===== config.mk =====
export PLATFORM = sky130hd
export DESIGN_NAME = motor_drive_ctrl_flat
export DESIGN_NICKNAME = d
export VERILOG_FILES = /design/src/rtl/motor_drive_ctrl_if.sv /design/src/rtl/motor_drive_ctrl.sv /design/src/flat_wrapper.sv
export SDC_FILE = /design/constraint.sdc
export NUM_CORES = 1
export LEC_CHECK = 0
export ABC_AREA = 1
export CORE_MARGIN = 3
export CORE_UTILIZATION = 47
export CTS_CLUSTER_SIZE = 14
export DETAILED_ROUTE_END_ITERATION = 7
export GPL_TIMING_DRIVEN = 0
export SLEW_MARGIN = 5
export SYNTH_ARGS = -nofsm -noshare
export SYNTH_HDL_FRONTEND = slang
export SYNTH_SLANG_ARGS = --single-unit

===== constraint.sdc =====
create_clock -name clk -period 3.5 [get_ports clk]
set_clock_uncertainty 0.05 [all_clocks]
set_input_delay 0.35 -clock clk [delete_from_list [all_inputs] [get_ports clk]]
set_output_delay 0.35 -clock clk [all_outputs]
set_load 0.03 [all_outputs]

===== src/rtl/motor_drive_ctrl_if.sv =====
// Steering command in, wheel PWM / H-bridge pins and status out.
interface motor_drive_ctrl_if;
    logic [1:0] state;
    logic       left_pwm;
    logic       right_pwm;
    logic [1:0] left_dir;
    logic [1:0] right_dir;
    logic [1:0] cmd;
    logic       moving;

    modport master (
        output state,
        input  left_pwm,
        input  right_pwm,
        input  left_dir,
        input  right_dir,
        input  cmd,
        input  moving
    );

    modport slave (
        input  state,
        output left_pwm,
        output right_pwm,
        output left_dir,
        output right_dir,
        output cmd,
        output moving
    );
endinterface


===== src/rtl/motor_drive_ctrl.sv =====
// Two-wheel motor drive: command debounce, soft-start ramps and
// period-aligned PWM with direction pins.
module motor_drive_ctrl #(
    parameter int DUTY_W        = 8,
    parameter int FWD_DUTY      = 200,
    parameter int TURN_OUTER    = 200,
    parameter int TURN_INNER    = 60,
    parameter int RAMP_STEP     = 8,
    parameter int STABLE_CYCLES = 4
) (
    input logic              clk,
    input logic              reset,
    motor_drive_ctrl_if.slave bus
);
    localparam int CW = $clog2(STABLE_CYCLES) + 1;
    localparam logic [CW-1:0] STAB_MAX = CW'(STABLE_CYCLES - 1);
    localparam logic [DUTY_W:0] STEP = (DUTY_W + 1)'(RAMP_STEP);
    localparam logic [DUTY_W-1:0] D_FWD = DUTY_W'(FWD_DUTY);
    localparam logic [DUTY_W-1:0] D_OUT = DUTY_W'(TURN_OUTER);
    localparam logic [DUTY_W-1:0] D_INN = DUTY_W'(TURN_INNER);

    typedef enum logic [1:0] {
        STOP  = 2'b00,
        LEFT  = 2'b01,
        RIGHT = 2'b10,
        FWD   = 2'b11
    } cmd_e;

    cmd_e              cmd_q, cmd_d;
    logic [1:0]        cand_q, cand_d;
    logic [CW-1:0]     stab_q, stab_d;
    logic [DUTY_W-1:0] cnt_q, cnt_d;
    logic [DUTY_W-1:0] ld_q, ld_d;
    logic [DUTY_W-1:0] rd_q, rd_d;
    logic              lpwm_q, lpwm_d;
    logic              rpwm_q, rpwm_d;
    logic [1:0]        ldir_q, ldir_d;
    logic [1:0]        rdir_q, rdir_d;
    logic              mov_q, mov_d;
    logic [DUTY_W-1:0] ltgt, rtgt;
    logic              wrap;

    // Move cur toward tgt by at most STEP; extra bit keeps it overflow-free.
    function automatic logic [DUTY_W-1:0] ramp(
        input logic [DUTY_W-1:0] cur,
        input logic [DUTY_W-1:0] tgt
    );
        logic [DUTY_W:0] c, t;
        c = {1'b0, cur};
        t = {1'b0, tgt};
        if (t > c) begin
            ramp = (t - c > STEP) ? DUTY_W'(c + STEP) : tgt;
        end else begin
            ramp = (c - t > STEP) ? DUTY_W'(c - STEP) : tgt;
        end
    endfunction

    // A code is accepted once it has been sampled STABLE_CYCLES times in a row.
    always_comb begin
        cand_d = bus.state;
        stab_d = stab_q;
        cmd_d  = cmd_q;
        if (bus.state != cand_q) begin
            stab_d = '0;
        end else if (stab_q != STAB_MAX) begin
            stab_d = stab_q + CW'(1);
        end
        if (stab_q == STAB_MAX) begin
            cmd_d = cmd_e'(cand_q);
        end
    end

    always_comb begin
        ltgt = '0;
        rtgt = '0;
        unique case (cmd_q)
            STOP: begin
                ltgt = '0;
                rtgt = '0;
            end
            LEFT: begin
                ltgt = D_INN;
                rtgt = D_OUT;
            end
            RIGHT: begin
                ltgt = D_OUT;
                rtgt = D_INN;
            end
            FWD: begin
                ltgt = D_FWD;
                rtgt = D_FWD;
            end
        endcase
    end

    always_comb begin
        wrap   = &cnt_q;
        cnt_d  = cnt_q + DUTY_W'(1);
        ld_d   = wrap ? ramp(ld_q, ltgt) : ld_q;
        rd_d   = wrap ? ramp(rd_q, rtgt) : rd_q;
        lpwm_d = cnt_d < ld_d;
        rpwm_d = cnt_d < rd_d;
        ldir_d = (ld_d != '0) ? 2'b10 : 2'b00;
        rdir_d = (rd_d != '0) ? 2'b10 : 2'b00;
        mov_d  = (ld_d != '0) || (rd_d != '0);
    end

    always_ff @(posedge clk or negedge reset) begin
        if (!reset) begin
            cmd_q  <= STOP;
            cand_q <= '0;
            stab_q <= '0;
            cnt_q  <= '0;
            ld_q   <= '0;
            rd_q   <= '0;
            lpwm_q <= 1'b0;
            rpwm_q <= 1'b0;
            ldir_q <= 2'b00;
            rdir_q <= 2'b00;
            mov_q  <= 1'b0;
        end else begin
            cmd_q  <= cmd_d;
            cand_q <= cand_d;
            stab_q <= stab_d;
            cnt_q  <= cnt_d;
            ld_q   <= ld_d;
            rd_q   <= rd_d;
            lpwm_q <= lpwm_d;
            rpwm_q <= rpwm_d;
            ldir_q <= ldir_d;
            rdir_q <= rdir_d;
            mov_q  <= mov_d;
        end
    end

    assign bus.left_pwm  = lpwm_q;
    assign bus.right_pwm = rpwm_q;
    assign bus.left_dir  = ldir_q;
    assign bus.right_dir = rdir_q;
    assign bus.cmd       = cmd_q;
    assign bus.moving    = mov_q;
endmodule


===== src/flat_wrapper.sv =====
// flat-port wrapper written by rule: the top's interface ports become plain ports
module motor_drive_ctrl_flat 
#(
    parameter int DUTY_W        = 8,
    parameter int FWD_DUTY      = 200,
    parameter int TURN_OUTER    = 200,
    parameter int TURN_INNER    = 60,
    parameter int RAMP_STEP     = 8,
    parameter int STABLE_CYCLES = 4
)
  (clk, reset, bus_state, bus_left_pwm, bus_right_pwm, bus_left_dir, bus_right_dir, bus_cmd, bus_moving);
  motor_drive_ctrl_if bus_i ();
  input logic clk;
  input logic reset;
  input wire logic [$bits(bus_i.state)-1:0] bus_state;
  output wire logic [$bits(bus_i.left_pwm)-1:0] bus_left_pwm;
  output wire logic [$bits(bus_i.right_pwm)-1:0] bus_right_pwm;
  output wire logic [$bits(bus_i.left_dir)-1:0] bus_left_dir;
  output wire logic [$bits(bus_i.right_dir)-1:0] bus_right_dir;
  output wire logic [$bits(bus_i.cmd)-1:0] bus_cmd;
  output wire logic [$bits(bus_i.moving)-1:0] bus_moving;
  assign bus_i.state = bus_state;
  assign bus_left_pwm = bus_i.left_pwm;
  assign bus_right_pwm = bus_i.right_pwm;
  assign bus_left_dir = bus_i.left_dir;
  assign bus_right_dir = bus_i.right_dir;
  assign bus_cmd = bus_i.cmd;
  assign bus_moving = bus_i.moving;
  motor_drive_ctrl #(.DUTY_W(DUTY_W), .FWD_DUTY(FWD_DUTY), .TURN_OUTER(TURN_OUTER), .TURN_INNER(TURN_INNER), .RAMP_STEP(RAMP_STEP), .STABLE_CYCLES(STABLE_CYCLES)) u_core (.clk(clk), .reset(reset), .bus(bus_i));
endmodule

==> metrics.csv <==
metric;value;unit
grt_max_degree;37;
crit_required;3.65;ns
period_needed;3.23;ns
io_pins;13;
antenna_found_initial;0;
critPathKind;flip-flop to flip-flop;
final_hold_viol_count;0;
grtUsageTotal;20.1;%
overflow;0;
timing.rr.start;u_core.bus.cmd[0];
ys_async_sr_fraction;100;%
netlist_area;3800;µm²
final_common_cell;nand2_1;
postSynthAreaPerCell;6.79;µm²
fin_nets;640;
placed_cells;673;
synthCells;560;
cp.arrival;3.38;ns
yosys.area.top_type;dfrtp_1;
dr.first_iter.drc_count;187;
critPathLaunchType;flip-flop;
clock_path_buffers;2;
hold_class;input port to async pin;
relSlewSlack;47.2;%
postRouteWirelength;8.64;mm
synth_area_leaders;dfrtp_1 (24%), ha_1 (15%), nand2_1 (15%), nand3_1 (9.9%), inv_1 (8.0%);
viasPerCell;4.92;
clock-sinks;36;
die_w;95.9;µm
root_buffer;clkbuf_8;
drv_cap;0;
ys_types;42;
final_cell_mix;nand2_1 (151), inv_1 (81), nand3_1 (75);
core_area;7810;µm²
hold_buffers;0;
cts_buffers;5;
drive_above_1_share;16.2;%
synth_edf_count;0;
status;complete, no violations;
setup_violations;0;
drtAntennaViolNets;0;
synth.top_cell.area_share;23.7;%
grt.met1_usage;29.4;%
utilization;55.2;%
use_met3;1.64;%
initial_core_util;48.7;%
reg2reg_depth;24;
ir_drop;0.329;mV
tritoncts;built;
antennaDiodeCount;0;
timing.fmax;309;MHz
route.detailed.drc;0;
portBuffers;10;
gp_congestion;0.910;
htree_levels;2;
post-dp-hpwl;6.94;mm
r2r_end;u_core.bus.left_pwm;
clkLatencyLatePin;0.28;ns
clk_pin_slew;0.07;ns
worst_slack;0.267;ns
drv_slew;0;
top_usage_layer;met2;
area_delta_synth_final;13.4;%
reg2reg_slack;0.27;ns
die_h;95.9;µm
period_share;92.4;%
critPathCaptureType;flip-flop;
dp_slack;-0.172;ns
met2_usage;32.4;%
power_density;781;nW/µm²
grt_pass1_wl;14.7;mm
yosysWarnings;0;
stdcell_count;693;
ys_ff_latch;36;
post_drt_wl_per_cell;12.5;µm
fillers;771;
grt_pass1_vias;3161;
p_leak;2.33;nW
first_pass_iters;4;
cp_max_fo;8;
worstMarginPinSlew;0.793;ns
dieArea;9200;µm²
seq_area_frac_synth;23.7;%
row_count;32;
synth_flop_cell;dfrtp_1;
num_vias;3408;
## logic make-up (layout without fill, tap and decap cells)
kind of cell,Yosys count,after routing,synth area share [%]
mux,1,1,0.263
simple gates,311,311,38.4
other cells,1,2,0.0987
flops,36,36,23.7
xor+xnor,19,19,4.38
buf+inv,100,130,10.3
fa+ha+maj,46,46,15.1
compound gates,46,46,7.70
## layer usage
metal | share of wire, % | wire length, µm
met1 | 50 | 4330
met2 | 46 | 4010
met3 | 2.6 | 221
met4 | 0.94 | 81
met5 | 0 | 0
## cell usage after synthesis (all sizes together) (3+ instances only)
library cell / n
dfrtp: 36
inv: 90
o21bai: 4
nor2: 48
buf: 5
nand3: 79
or2: 4
xor2: 17
a21oi: 24
clkinv: 3
nand4: 5
nand2: 172
ha: 46
o21ai: 13
## stage by stage
| step | cell area, µm² | TNS [ns] | hold slack, ns | power (mW) |
|---|---|---|---|---|
| floorplan | 3800 | 0 | 0.00441 | 2.38 |
| global placement | 4030 | -0.231 | 0.440 | 2.79 |
| detailed placement | 4030 | -0.262 | 0.427 | 2.81 |
| CTS | 4130 | -0.00207 | 0.118 | 3.13 |
| global route | 4310 | -0.0613 | 0.141 | 3.72 |
| finish | 4310 | 0 | 0.104 | 3.36 |
## worst max-delay path, cell delays in order, from the launching register on
cell      delay (ns)
dfrtp_2         0.46
inv_4           0.09
nor2_4          0.22
ha_1            0.27
buf_4           0.17
nand2_1         0.06
nand2_1         0.09
nor2_2          0.11
nand2_1         0.06
nand2_1         0.08
nand3_1         0.09
nor2_1          0.19
nand3_4         0.16
buf_4           0.17
nand2_1         0.05
nand3_1         0.10
clkinv_1        0.09
nor2_1          0.05
inv_1           0.05
ha_1            0.22
nand2_1         0.06
nand2_1         0.04
nand2_1         0.05
nand2_1         0.04
a21oi_1         0.14
## where the power goes
group	switching [mW]	internal, mW
Sequential	0.0281	0.431
Clock	0.134	0.160
Combinational	1.66	0.952
Total	1.82	1.54
## flip-flops by register name, summed over array words and instances, names as in the netlist
signal                cells
u_core.ld_q               8
u_core.bus.cmd            2
u_core.bus.right_dir      1
u_core.bus.moving         1
u_core.bus.right_pwm      1
u_core.cand_q             2
u_core.cnt_q              8
u_core.stab_q             3
u_core.bus.left_dir       1
u_core.bus.left_pwm       1
u_core.rd_q               8
## worst max-delay path by stage
stage                       from                    to  depth (start not counted)
3_3_place_gp   u_core.bus.cmd[0]   u_core.bus.left_pwm                         20
6_report       u_core.bus.cmd[0]   u_core.bus.left_pwm                         24
5_1_grt        u_core.bus.cmd[0]   u_core.bus.left_pwm                         21
4_1_cts        u_core.bus.cmd[1]  u_core.bus.right_pwm                         21
3_5_place_dp   u_core.bus.cmd[0]   u_core.bus.left_pwm                         19
2_1_floorplan  u_core.bus.cmd[1]  u_core.bus.right_pwm                         20
## timing repair
action                                  4_1_cts  5_1_grt
cloned                                        0        0
pin swaps                                     0        6
endpoints found under the setup margin        2        3
setup buffers                                 0       12
gates resized for setup                       3       23
## area by class of cell
cell class	count	area (µm²)	share of cell area [%]
multi-input combinational	425	2590	60.1
sequential	36	903	21.0
inverter	93	360	8.36
timing repair buffer	22	198	4.59
tap	102	128	2.96
clock buffer	8	90.1	2.09
buffer	7	40.0	0.929
No activity file was read; power rests on OpenSTA's default activity.
